`src/rtl/load_store_unit_if.sv`:
```
// Pipeline request/response and RAM data-port bundle for load_store_unit.
// master = pipeline plus RAM side (the bench), slave = the load/store unit.
interface load_store_unit_if;
  logic        req_valid;
  logic        req_ready;
  logic        req_store;
  logic [2:0]  req_funct3;
  logic [31:0] req_addr;
  logic [31:0] req_wdata;
  logic        resp_valid;
  logic [31:0] resp_rdata;
  logic        resp_err;
  logic [1:0]  mem_write_en;
  logic [1:0]  mem_read_en;
  logic [31:0] mem_addr;
  logic [31:0] mem_wdata;
  logic [31:0] mem_rdata;

  modport master (
    output req_valid, req_store, req_funct3, req_addr, req_wdata, mem_rdata,
    input  req_ready, resp_valid, resp_rdata, resp_err,
           mem_write_en, mem_read_en, mem_addr, mem_wdata
  );

  modport slave (
    input  req_valid, req_store, req_funct3, req_addr, req_wdata, mem_rdata,
    output req_ready, resp_valid, resp_rdata, resp_err,
           mem_write_en, mem_read_en, mem_addr, mem_wdata
  );
endinterface

```
`src/rtl/load_store_unit.sv`:
```
// RISC-V style load/store unit: one access at a time, sized RAM enables, load extension.
// Define LSU_MISALIGNED_EN to split misaligned half/word accesses into byte accesses.
//
// state  | meaning
// IDLE   | req_ready high, waiting for a request
// ACCESS | first RAM cycle (whole access, or byte 0 of a split one), or error decode
// SPLIT  | remaining single-byte accesses of a misaligned request
// RESP   | one-cycle resp_valid with result/error
module load_store_unit (
  input  logic               clk,
  input  logic               rst_n,
  load_store_unit_if.slave   lsu
);

  typedef enum logic [1:0] {IDLE, ACCESS, SPLIT, RESP} state_t;

  state_t      state_q, state_d;
  logic        r_store;
  logic [2:0]  r_funct3;
  logic [31:0] r_addr;
  logic [31:0] r_wdata;
  logic [31:0] res_q;
  logic        err_q;
  logic [1:0]  cnt_q, cnt_d;

  logic        is_half, is_word, legal, misaligned;
  logic [1:0]  size_code, last_idx, byte_idx;
  logic        set_err, cap_word, cap_byte;
  logic [31:0] ext_rdata;

  assign is_half    = (r_funct3[1:0] == 2'b01);
  assign is_word    = (r_funct3[1:0] == 2'b10);
  assign legal      = r_store ? (r_funct3 inside {3'b000, 3'b001, 3'b010})
                              : (r_funct3 inside {3'b000, 3'b001, 3'b010, 3'b100, 3'b101});
  assign misaligned = (is_half & r_addr[0]) | (is_word & (r_addr[1:0] != 2'b00));
  assign size_code  = {is_half | is_word, ~is_half};
  assign last_idx   = is_half ? 2'd1 : 2'd3;
  // cnt_q counts down the SPLIT cycles still to go; byte 0 is issued from ACCESS
  assign byte_idx   = (state_q == SPLIT) ? (last_idx - cnt_q) : 2'd0;

  always_comb begin
    state_d          = state_q;
    cnt_d            = cnt_q;
    lsu.req_ready    = 1'b0;
    lsu.resp_valid   = 1'b0;
    lsu.mem_write_en = 2'b00;
    lsu.mem_read_en  = 2'b00;
    lsu.mem_addr     = 32'h0;
    lsu.mem_wdata    = 32'h0;
    set_err          = 1'b0;
    cap_word         = 1'b0;
    cap_byte         = 1'b0;
    case (state_q)
      IDLE: begin
        lsu.req_ready = 1'b1;
        if (lsu.req_valid) state_d = ACCESS;
      end
      ACCESS: begin
        if (!legal) begin
          set_err = 1'b1;
          state_d = RESP;
        end else if (!misaligned) begin
          lsu.mem_addr  = r_addr;
          lsu.mem_wdata = r_wdata;
          if (r_store) lsu.mem_write_en = size_code;
          else         lsu.mem_read_en  = size_code;
          cap_word = ~r_store;
          state_d  = RESP;
        end else begin
`ifdef LSU_MISALIGNED_EN
          lsu.mem_addr  = r_addr;
          lsu.mem_wdata = r_wdata;
          if (r_store) lsu.mem_write_en = 2'b01;
          else         lsu.mem_read_en  = 2'b01;
          cap_byte = ~r_store;
          cnt_d    = last_idx - 2'd1;
          state_d  = SPLIT;
`else
          set_err = 1'b1;
          state_d = RESP;
`endif
        end
      end
      SPLIT: begin
        lsu.mem_addr  = r_addr + {30'h0, byte_idx};
        lsu.mem_wdata = r_wdata >> {byte_idx, 3'b000};
        if (r_store) lsu.mem_write_en = 2'b01;
        else         lsu.mem_read_en  = 2'b01;
        cap_byte = ~r_store;
        if (cnt_q == 2'd0) state_d = RESP;
        else               cnt_d   = cnt_q - 2'd1;
      end
      RESP: begin
        lsu.resp_valid = 1'b1;
        state_d        = IDLE;
      end
      default: state_d = IDLE;
    endcase
  end

  // res_q holds the raw right-justified data; extension is applied on the way out
  always_comb begin
    ext_rdata = res_q;
    case (r_funct3)
      3'b000:  ext_rdata = {{24{res_q[7]}}, res_q[7:0]};
      3'b001:  ext_rdata = {{16{res_q[15]}}, res_q[15:0]};
      3'b100:  ext_rdata = {24'h0, res_q[7:0]};
      3'b101:  ext_rdata = {16'h0, res_q[15:0]};
      default: ext_rdata = res_q;
    endcase
  end

  assign lsu.resp_rdata = (state_q == RESP) ? ext_rdata : 32'h0;
  assign lsu.resp_err   = (state_q == RESP) & err_q;

  always_ff @(posedge clk) begin
    if (!rst_n) begin
      state_q  <= IDLE;
      r_store  <= 1'b0;
      r_funct3 <= 3'b000;
      r_addr   <= 32'h0;
      r_wdata  <= 32'h0;
      res_q    <= 32'h0;
      err_q    <= 1'b0;
      cnt_q    <= 2'd0;
    end else begin
      state_q <= state_d;
      cnt_q   <= cnt_d;
      if (state_q == IDLE && lsu.req_valid) begin
        r_store  <= lsu.req_store;
        r_funct3 <= lsu.req_funct3;
        r_addr   <= lsu.req_addr;
        r_wdata  <= lsu.req_wdata;
        res_q    <= 32'h0;
        err_q    <= 1'b0;
      end
      if (set_err)  err_q <= 1'b1;
      if (cap_word) res_q <= lsu.mem_rdata;
      if (cap_byte) res_q[{byte_idx, 3'b000} +: 8] <= lsu.mem_rdata[7:0];
    end
  end

endmodule

```
`src/flat_wrapper.sv`:
```
// flat-port wrapper written by rule: the top's interface ports become plain ports
module load_store_unit_flat 
  (clk, rst_n, lsu_req_valid, lsu_req_store, lsu_req_funct3, lsu_req_addr, lsu_req_wdata, lsu_mem_rdata, lsu_req_ready, lsu_resp_valid, lsu_resp_rdata, lsu_resp_err, lsu_mem_write_en, lsu_mem_read_en, lsu_mem_addr, lsu_mem_wdata);
  load_store_unit_if lsu_i ();
  input  logic clk;
  input  logic rst_n;
  input wire logic [$bits(lsu_i.req_valid)-1:0] lsu_req_valid;
  input wire logic [$bits(lsu_i.req_store)-1:0] lsu_req_store;
  input wire logic [$bits(lsu_i.req_funct3)-1:0] lsu_req_funct3;
  input wire logic [$bits(lsu_i.req_addr)-1:0] lsu_req_addr;
  input wire logic [$bits(lsu_i.req_wdata)-1:0] lsu_req_wdata;
  input wire logic [$bits(lsu_i.mem_rdata)-1:0] lsu_mem_rdata;
  output wire logic [$bits(lsu_i.req_ready)-1:0] lsu_req_ready;
  output wire logic [$bits(lsu_i.resp_valid)-1:0] lsu_resp_valid;
  output wire logic [$bits(lsu_i.resp_rdata)-1:0] lsu_resp_rdata;
  output wire logic [$bits(lsu_i.resp_err)-1:0] lsu_resp_err;
  output wire logic [$bits(lsu_i.mem_write_en)-1:0] lsu_mem_write_en;
  output wire logic [$bits(lsu_i.mem_read_en)-1:0] lsu_mem_read_en;
  output wire logic [$bits(lsu_i.mem_addr)-1:0] lsu_mem_addr;
  output wire logic [$bits(lsu_i.mem_wdata)-1:0] lsu_mem_wdata;
  assign lsu_i.req_valid = lsu_req_valid;
  assign lsu_i.req_store = lsu_req_store;
  assign lsu_i.req_funct3 = lsu_req_funct3;
  assign lsu_i.req_addr = lsu_req_addr;
  assign lsu_i.req_wdata = lsu_req_wdata;
  assign lsu_i.mem_rdata = lsu_mem_rdata;
  assign lsu_req_ready = lsu_i.req_ready;
  assign lsu_resp_valid = lsu_i.resp_valid;
  assign lsu_resp_rdata = lsu_i.resp_rdata;
  assign lsu_resp_err = lsu_i.resp_err;
  assign lsu_mem_write_en = lsu_i.mem_write_en;
  assign lsu_mem_read_en = lsu_i.mem_read_en;
  assign lsu_mem_addr = lsu_i.mem_addr;
  assign lsu_mem_wdata = lsu_i.mem_wdata;
  load_store_unit u_core (.clk(clk), .rst_n(rst_n), .lsu(lsu_i));
endmodule
```
`config.mk`:
```
export PLATFORM = sky130hd
export DESIGN_NAME = load_store_unit_flat
export DESIGN_NICKNAME = d
export VERILOG_FILES = /design/src/rtl/load_store_unit_if.sv /design/src/rtl/load_store_unit.sv /design/src/flat_wrapper.sv
export SDC_FILE = /design/constraint.sdc
export NUM_CORES = 1
export LEC_CHECK = 0
export ABC_AREA = 1
export CAP_MARGIN = 20
export CORE_UTILIZATION = 49
export DETAILED_ROUTE_END_ITERATION = 6
export GPL_TIMING_DRIVEN = 0
export PLACE_DENSITY = 0.94
export SYNTH_ARGS = -nofsm -noshare
export SYNTH_HDL_FRONTEND = slang
export SYNTH_SLANG_ARGS = --single-unit
```
`constraint.sdc`:
```
create_clock -name clk -period 4.3 [get_ports clk]
set_clock_uncertainty 0.15 [all_clocks]
set_input_delay 1.29 -clock clk [delete_from_list [all_inputs] [get_ports clk]]
set_output_delay 1.29 -clock clk [all_outputs]
set_load 0.005 [all_outputs]
```
* Word-level counts from Yosys, hierarchy flattened
Index checks and enable logic that the tools add are counted.
** Word-level totals
- Bits in registers :: 105
- Input port bits :: 103
- Output and inout port bits :: 103
- Word-level logic and storage cells :: 84
** Cells by class
- $add $sub $neg :: 4
- Equality and inequality tests :: 11
- Shifts and indexed selects :: 3
- Mux-type cells :: 40
- Bitwise logic cells :: 8
- Reduce and logical (&&, ||, !) cells :: 10
** Operators with widths (count)
- 2-to-1 mux 32 bit :: 9
- one-hot mux 32 bit (2 select lines) :: 2
- one-hot mux 32 bit (4 select lines) :: 1
- adder 32 x 2 -> 32 bit :: 1
- bitwise mux 32 bit :: 1
- variable shift 8 x 7 -> 32 bit (first input constant) :: 1
- variable part select 8 x 7 -> 32 bit :: 1
- right shift 32 x 5 -> 32 bit :: 1
- 2-to-1 mux 2 bit :: 10
- 2-to-1 mux 1 bit :: 14
- one-hot mux 2 bit (2 select lines) :: 2
- one-hot mux 2 bit (4 select lines) :: 1
- negator 5 -> 7 bit :: 1
- == test 2 bit (second input constant) :: 3
- == test 3 bit (second input constant) :: 2
- nonzero test 5 bit :: 1
- == test 2 x 1 -> 1 bit (second input constant) :: 2
- zero test 2 bit :: 2
- != test 2 bit (second input constant) :: 2
- AND reduction 2 bit :: 2
- nonzero test 2 bit :: 2
- AND 1 bit :: 3
- == test 3 x 1 -> 1 bit (second input constant) :: 1
- == test 3 x 2 -> 1 bit (second input constant) :: 1
- 7 further kinds :: 10

* Longest topological paths before layout
Gate-level depths: netlist of run 1.
- Depth after elaboration :: 10
- Depth in mapped cells :: 19
- Gate-level depth less buffers :: 17

* Worst setup path before layout of run 1
OpenSTA, ideal clock, no wires.
- Path kind :: reg-to-output
- Start point :: register u_core.state_q[0]
- End point :: output port lsu_mem_addr[14]
- Data arrival time :: 2.587 ns
- Required time :: 2.860 ns
- Path slack :: 0.273 ns
- Stages on the path, launching flop included :: 17
- Path buffers :: 3
- Cell sequence :: dfxtp_1 > inv_1 > ha_1 > buf_4 > inv_4 > nor2_1 > buf_2 > buf_4 > ha_1 > fa_1 > nand2_1 > nor2_1 > nand2_1 > nor2_1 > or2_2 > nand3_1 > a21oi_1
** On the way
- Cells in the longest elaborated chain, start to end :: 4
- Elaborated cells on any way between the ends :: 5
- Classes of those cells :: add/sub: 1; eq/ne: 2; mux: 2
** RTL lines
- start, declared :: RTL line load_store_unit.sv:17 : state_t state_q, state_d;
- start signal, assigned :: RTL line load_store_unit.sv:127 : state_q <= state_d;
- == test 2 bit :: RTL line load_store_unit.sv:39, load_store_unit.sv:53
- 2-to-1 mux 2 bit :: RTL line load_store_unit.sv:39 : assign byte_idx = (state_q == SPLIT) ? (last_idx - cnt_q) : 2'd0;
- adder 32 x 2 -> 32 bit :: RTL line load_store_unit.sv:85 : lsu.mem_addr = r_addr + {30'h0, byte_idx};
- one-hot mux 32 bit (2 select lines) * :: RTL line load_store_unit.sv:53 : case (state_q)
- end, declared :: RTL line flat_wrapper.sv:19 : output wire logic [$bits(lsu_i.mem_addr)-1:0] lsu_mem_addr;
Every way passes the cells marked *; elsewhere a longest branch is shown, timed or not.

* Final worst setup path of run 1
- Start point :: register u_core.r_funct3[1]
- End point :: output port lsu_mem_addr[30]
** On the way
- Cells in the longest elaborated chain, start to end :: 6
- Elaborated cells on any way between the ends :: 20
- Classes of those cells :: add/sub: 2; eq/ne: 6; mux: 6; bitwise: 3; reduce/logical: 3
** RTL lines
- start, declared :: RTL line load_store_unit.sv:19 : logic [2:0] r_funct3;
- start signal, assigned :: RTL line load_store_unit.sv:131 : r_funct3 <= lsu.req_funct3;
- == test 2 x 1 -> 1 bit or == test 2 bit (tied branches) :: RTL line load_store_unit.sv:31, load_store_unit.sv:32
- 2-to-1 mux 2 bit or AND 1 bit (tied branches) :: RTL line load_store_unit.sv:37, load_store_unit.sv:35
- subtractor 2 bit or OR 1 bit (tied branches) :: RTL line load_store_unit.sv:39, load_store_unit.sv:35
- 2-to-1 mux 2 bit or 2-to-1 mux 32 bit (tied branches) :: RTL line load_store_unit.sv:39, load_store_unit.sv:62
- adder 32 x 2 -> 32 bit or 2-to-1 mux 32 bit (tied branches) :: RTL line load_store_unit.sv:85, load_store_unit.sv:59
- one-hot mux 32 bit (2 select lines) * :: RTL line load_store_unit.sv:53
Marks and branches as above.

==> metrics.md, run 1 <==
| Metric | Value |
|---|---|
| Worst path arrival time | around 2.9 ns |
| PwrDens | 333 mW/mm² |
| Fill count | 1216 |
| Pin count of the biggest net entering global routing | 20 |
| Crit path capture type | output pin |
| Cell breakdown of the critical path | inv_2 > ha_4 > inv_4 > nand2_4 > nand2_4 > nor2_4 > buf_6 > fa_2 > nand2_4 > nor2_4 > nand2_4 > buf_6 > nor2_4 > buf_6 > nand2_2 > nand2_2 > nand3_2 > a21oi_2 > buf_2 |
| Core Region | about 0.014 mm² |
| Syn Nets | between 1000 and 1500 |
| Dpl cells | between 1500 and 2000 |
| Comb pwr share | about two fifths |
| Die H | around 120 µm |
| Int Power | 2040 µW |
| Nets | 1575 |
| PnR worst setup slack | -0.0504 ns |
| Critical path's slowest cell | dfxtp_2 |
| Final setup viols | 1 |
| WL/cell | about 17 µm |
| Initial Utilization | about 50% |
| Rows | 44 |
| Slew Limit Fails | 0 |
| Peak VDD IR | around 0.24 mV |
| Fin util | a little under three quarters |
| Tot GR Track Use | 37.5% |
| Synthesis-stage register bit count | around 110 |
| Worst r2r src | u_core.r_funct3[1] |
| CTS clock-pin slew for the worst setup and hold paths | around 0.080 ns |
| Setup TNS | -0.0504 ns |
| Commonest non-fill, non-tap cell in the layout | nand2_1 |
| Final min period | 4.35 ns |
| Port Buffers | 205 |
| PnR Total Power | ~3400 µW |
| Unique masters post-synth | 42 |
| Post-route ant nets | 0 |
| Max frequency | between 200 and 250 MHz |
| Initial antenna violation count | 0 |
| IO Count | ~210 |
| Final Hold Viols | 0 |
| Hold path startpoint | u_core.err_q |
| Reg power frac | approximately a third |
| CP Launch Type | flop |
| Clock power share | between 20 and 25% |
| Async SR Flop Fraction | 0% |
| Max stage delay on crit path | between 0.3 and 0.4 ns |
| Share of cells above drive strength 1 | roughly an eighth |
| Fin crit share | 101% |
| Pre-CTS setup slack | -0.685 ns |
| Num CTS Buffers | 9 |
| Total clock sinks | ~110 |
| Yosys warnings | 0 |
| Most frequent cells in the layout | nand2_1, nor2_1, clkdlybuf4s50_1, inv_1, a21oi_1 |
| Switch Pwr | between 1000 and 1500 µW |
| Path category of the worst min-delay check | reg -> reg |
| Vias in the first global route | 8636 |
| Status | finished with violations |
| DR vias | between 9000 and 10000 |
| Via density | roughly 5.6 |
| Failing checks | DRC, setup timing |
| Avg Inst Size Synth | approximately 6 µm² |
| Worst-margin pin slew | slightly below 0.7 ns |
| First-pass GRT wire length | ~43 mm |
| Leak | approximately 0.0045 µW |
| CTS tree | yes |
| WL final | between 20 and 30 mm |
| Crit path launch | u_core.r_funct3[1] |
| Net Sw Frac | 40.6% |
| Iteration-0 DRC Markers | ~1200 |
| Non-filler instance count after layout | around 1600 |
| Root Driver | clkbuf_16 |
| Worst slew margin | between 50 and 60% |
| H-Tree Depth | 3 |
| P&R area growth vs syn | 42.9% |
| First-pass detailed-route iteration total | 7 |
| Post-CTS Hold Buffers | 0 |
| Die Wd | 123 µm |
| GRT overflow | 0 |
| Syn Inst Count | 1207 |
| Clock Latency Late Sink | 0.37 ns |
| # diodes | 0 |
| Max Buffers Root-to-Sink | 2 |
| Critical path required time | 2.86 ns |
| Final HPWL DP | around 21 mm |
| Setup CP Type | reg -> out |
| GP Congestion | slightly below 1 |
| Crit Path Max Fanout | 3 |
| Unrepaired setup endpoints after global routing | true |
| Dominant synthesized flop cell | dfxtp_1 |
| Cell mode on critical path | nand2_4 |
| EDFF count, synth | 0 |
| Synth Cell Area | 0.00722 mm² |
| Total of max-cap violations | 0 |
| DRC viols | 1 |
| Die area | roughly 0.015 mm² |
| Seq/Total Area, Yosys | 29.1% |
## routing by layer
metal | up-vias | share of wire (%) | wire length (µm) | global-route usage, %
met4 | 0 | 5.0 | 1410 | 20.0
met1 | 4167 | 39 | 11100 | 46.4
met2 | 603 | 45 | 12700 | 59.6
li1 | 4371 | - | - | -
met3 | 117 | 11 | 3240 | 9.78
met5 | - | 0 | 0 | 0
## critical path, delay by kind of cell, from the launching register on
| family | cells | cell delay, ns |
|---|---|---|
| AND/OR/NAND/NOR | 10 | 0.89 |
| adder cells (fa/ha/maj) | 2 | 0.44 |
| flip-flops | 1 | 0.33 |
| buffers and inverters | 6 | 0.67 |
| AO/OA/AOI/OAI | 1 | 0.20 |
## metrics by stage
step	area, µm²	hold slack [ns]
floorplan	7220	0.295
global placement	9510	0.308
detailed placement	9510	0.310
CTS	10200	0.321
global route	10300	0.339
finish	10300	0.325
## cell type report
class / count / area [µm²] / share of cell area [%]
Multi-Input combinational cell: 890 / 4490 / 43.5
Timing Repair Buffer: 240 / 2260 / 21.9
Sequential cell: 105 / 2110 / 20.4
Inverter: 143 / 556 / 5.38
Buffer: 66 / 383 / 3.71
Clock buffer: 10 / 239 / 2.32
Tap cell: 184 / 230 / 2.23
Clock inverter: 6 / 58.8 / 0.570
## cells by family after synthesis
family          Yosys count  synth area share, %
compound gates          262                 19.5
fa+ha+maj                17                 3.05
buf+inv                 212                 12.9
flops                   105                 29.1
simple gates            611                 35.5
## sequential cells by signal, summed over array words and instances, names as in the netlist
signal           flops
u_core.r_addr       32
u_core.r_wdata      32
u_core.res_q        32
u_core.r_funct3      3
u_core.cnt_q         2
u_core.state_q       2
u_core.err_q         1
u_core.r_store       1
## synthesized netlist by cell type (5+ instances only)
| library cell | number | area share, % |
|---|---|---|
| buf_2 | 13 | 0.90 |
| a21o_1 | 6 | 0.62 |
| nor3_1 | 7 | 0.48 |
| nand2_1 | 276 | 14 |
| clkbuf_1 | 32 | 1.7 |
| nand3_1 | 87 | 6.0 |
| nor2_1 | 208 | 11 |
| inv_1 | 136 | 7.1 |
| a21oi_1 | 127 | 8.8 |
| dfxtp_1 | 105 | 29 |
| o21ai_0 | 99 | 6.9 |
| buf_4 | 5 | 0.52 |
| nand4_1 | 13 | 1.1 |
| buf_1 | 8 | 0.42 |
| a31oi_1 | 8 | 0.69 |
| buf_6 | 9 | 1.4 |
| ha_1 | 16 | 2.8 |
| nand3_2 | 5 | 0.69 |
## power by group through the flow
stage | Sequential [µW] | Combinational [µW] | Clock, µW
global placement | 1210 | 1240 | 0
CTS | 1200 | 1320 | 855
floorplan | 1190 | 787 | 0
global route | 1220 | 1500 | 897
finish | 1210 | 1380 | 853
detailed placement | 1220 | 1260 | 0
## path summary, 6_finish.rpt
kind	to	slack (ns)	depth (start not counted)
setup / recovery	lsu_mem_addr[30]	-0.05	19
hold / removal	u_core.err_q	0.32	2
setup reg to reg	u_core.res_q[19]	1.33	17
hold reg to reg	u_core.err_q	0.32	2
## what timing repair did
item | CTS | global route
setup endpoints to repair | 36 | 63
pin swaps | 28 | 20
gates resized for setup | 135 | 41
setup buffers | 23 | 13
No activity file was read; power rests on OpenSTA's default activity.
==> inputs of run 2 (changes only) <==
- CORE_ASPECT_RATIO: unset -> 1.75
==> run 2 against run 1 <==
  * Highest routed layer unchanged
  * Final cell count about the same
  * Power increased by 1.1%
  * Fmax increased by 0.97%
  * Via count increased by 0.13%
  * Clock power increased by 3.9%
  * Sequential power about the same
  * Register-to-register slack got worse by 0.12 ns
  * The flow still finishes with violations (DRC, setup timing)
==> metrics.md, run 2 (synthesized netlist as in run 1, its figures left out) <==
| Metric | Value |
|---|---|
| Cell breakdown of the critical path | inv_1 > ha_1 > buf_2 > clkinvlp_4 > buf_2 > nor3_1 > clkdlybuf4s50_1 |
| DR vias | 9270 (+0.13%) |
| Die H | 163 µm (+32%) |
| GRT overflow | 0 (unchanged) |
| Die area | 0.0153 mm² (+0.12%) |
| Max Buffers Root-to-Sink | 2 (unchanged) |
| P&R area growth vs syn | 43.1% |
| Post-CTS Hold Buffers | 0 (unchanged) |
| Die Wd | 93.8 µm (-24%) |
| GP Congestion | 1.06 (+7.6%) |
| Root Driver | clkbuf_16 |
| CP Launch Type | flop |
| # diodes | 0 (unchanged) |
| Final Hold Viols | 0 (unchanged) |
| Iteration-0 DRC Markers | 866 (-26%) |
| Pin count of the biggest net entering global routing | 20 (unchanged) |
| Multi-input gate area in the final layout | 0.00446 mm² (-0.59%) |
| Most frequent cells in the layout | nand2_1, nor2_1, clkdlybuf4s50_1, inv_1, a21oi_1 |
| WL final | 29.4 mm (+3.2%) |
| Final HPWL DP | 22.3 mm (+7.6%) |
| Failing checks | DRC, setup timing |
| First-pass detailed-route iteration total | 7 (unchanged) |
| Clock Latency Late Sink | 0.35 ns (-0.02 ns) |
| IO Count | 206 (unchanged) |
| Worst slew margin | 52.7% (-1.4 points) |
| Crit path capture type | output pin |
| Vias in the first global route | 8822 (+2.2%) |
| Sequential cell area | 0.00211 mm² (about the same) |
| Critical path's slowest cell | clkdlybuf4s50_1 |
| Unrepaired setup endpoints after global routing | true |
| Commonest non-fill, non-tap cell in the layout | nand2_1 |
| Rows | 58 (+32%) |
| H-Tree Depth | 3 (unchanged) |
| Initial antenna violation count | 0 (unchanged) |
| Slew Limit Fails | 0 (unchanged) |
| CP bufs+invs | 5 (-1) |
| Initial Utilization | 50.3% (+0.38 points) |
| Fin crit share | 100% (-0.97 points) |
| Worst path arrival time | 2.87 ns (-0.04 ns) |
| Setup CP Type | reg -> out |
| Crit Path Max Fanout | 10 (+7) |
| DRC viols | 3 (+2) |
| Final setup viols | 2 (+1) |
| Max stage delay on crit path | 0.56 ns (+0.23 ns) |
| Num CTS Buffers | 9 (unchanged) |
| First-pass GRT wire length | 43.8 mm (+1.2%) |
| Total clock sinks | 105 (unchanged) |
| Port Buffers | 205 (unchanged) |
| Worst-margin pin slew | 0.709 ns (+0.0213 ns) |
| Share of cells above drive strength 1 | 12.0% (-0.64 points) |
| Delay-heaviest family, CP | buffers and inverters |
| Cell mode on critical path | buf_2 |
| Leak | 0.00448 µW (about the same) |
| WL/cell | 17.9 µm (+3.2%) |
| Biggest regs | u_core.r_addr: 32 flops, u_core.r_wdata: 32 flops, u_core.res_q: 32 flops |
| Core Region | 0.0144 mm² (-0.76%) |
| Via density | 5.64 (+0.19%) |
| Path category of the worst min-delay check | reg -> reg |
| Post-route ant nets | 0 (unchanged) |
| Total of max-cap violations | 0 (unchanged) |
| PwrDens | 337 mW/mm² (+0.95%) |
| CTS tree | yes |
| Final min period | 4.31 ns (-0.0417 ns) |
| CTS clock-pin slew for the worst setup and hold paths | 0.07 ns (about the same) |
| Pre-CTS setup slack | -0.780 ns (-0.0954 ns) |
| PnR worst setup slack | -0.00874 ns (+0.0417 ns) |
| Fill count | 1210 (-0.49%) |
| Critical path required time | 2.86 ns (about the same) |
| Status | finished with violations |
| Non-filler instance count after layout | 1643 (-0.061%) |
| Peak VDD IR | 0.252 mV (+3.0%) |
| Max frequency | 232 MHz (+0.97%) |
| Nets | 1578 (+0.19%) |
| Dpl cells | 1592 (-0.25%) |
| Tot GR Track Use | 37.7% (+0.21 points) |
==> run 2: cell count changes in the layout (fill, tap and decap cells not counted), moves of 2 or more <==
cell,delta
nand3_1,+2
clkinv_2,-2
buf_2,-4
clkdlybuf4s15_1,+4
nand2_4,-2
a21oi_2,+2
buf_4,+4
nand3_2,-3
nor2_2,-2
a21oi_1,-2
nand2_1,+3
==> run 2: what timing repair did <==
| item | in CTS | in global routing |
|---|---|---|
| resized for setup | 126 | 29 |
| setup buffers | 25 | 12 |
| setup endpoints to repair | 36 | 53 |
| endpoints found under the hold margin | 0 | 0 |
| pin swaps | 30 | 16 |
==> run 2: layout make-up <==
cell class / count / share of cell area [%]
Inverter: 143 / 5.42
Tap cell: 180 / 2.18
Clock inverter: 6 / 0.811
Clock buffer: 10 / 2.21
Buffer: 68 / 3.91
Sequential cell: 105 / 20.4
Multi-Input combinational cell: 890 / 43.1
Timing Repair Buffer: 241 / 22.0
==> run 2: path summary, 6_finish.rpt <==
check	startpoint	to	slack, ns	cells past startpoint
worst max-delay path	u_core.state_q[1]	lsu_mem_read_en[1]	-0.009	7
worst min-delay path	u_core.err_q	u_core.err_q	0.32	2
worst max register to register	u_core.r_funct3[1]	u_core.res_q[19]	1.21	18
worst min register to register	u_core.err_q	u_core.err_q	0.32	2
==> run 2: routing by layer <==
metal,wire [µm],global-route usage [%]
met1,9600,36.1
met2,14800,68.4
met3,2090,5.46
met4,2880,32.8
met5,0,0
==> run 2: stage by stage <==
| step | setup TNS, ns | total power (µW) | util [%] | instance area (µm²) | hold WS [ns] |
|---|---|---|---|---|---|
| final | -0.00928 | 3480 | 72.0 | 10300 | 0.324 |
| after global routing | -0.270 | 3640 | 72.0 | 10300 | 0.348 |
| after CTS | -0.157 | 3410 | 71.0 | 10200 | 0.326 |
| after detailed placement | -9.75 | 2490 | 66.1 | 9500 | 0.316 |
| after global placement | -8.24 | 2460 | 66.1 | 9500 | 0.302 |
| after floorplan | 0 | 1970 | - | 7220 | 0.295 |
==> run 2: worst reg2reg max path: stages, from the launching register on <==
cell,delay (ns)
dfxtp_2,0.32
inv_2,0.07
ha_2,0.18
buf_6,0.12
inv_4,0.03
nand2_2,0.07
nand2_4,0.06
nor2_4,0.10
buf_6,0.13
buf_4,0.20
inv_1,0.11
ha_1,0.27
buf_2,0.18
nor2_1,0.36
buf_2,0.30
nand3_1,0.10
nand2_1,0.14
inv_1,0.05
nor2_1,0.10
==> run 2: power breakdown <==
group	total (µW)	switching, µW	leakage (µW)	internal, µW
logic	1380	853	0.00346	527
registers	1210	115	0.000864	1100
clock network	886	419	0.000152	467
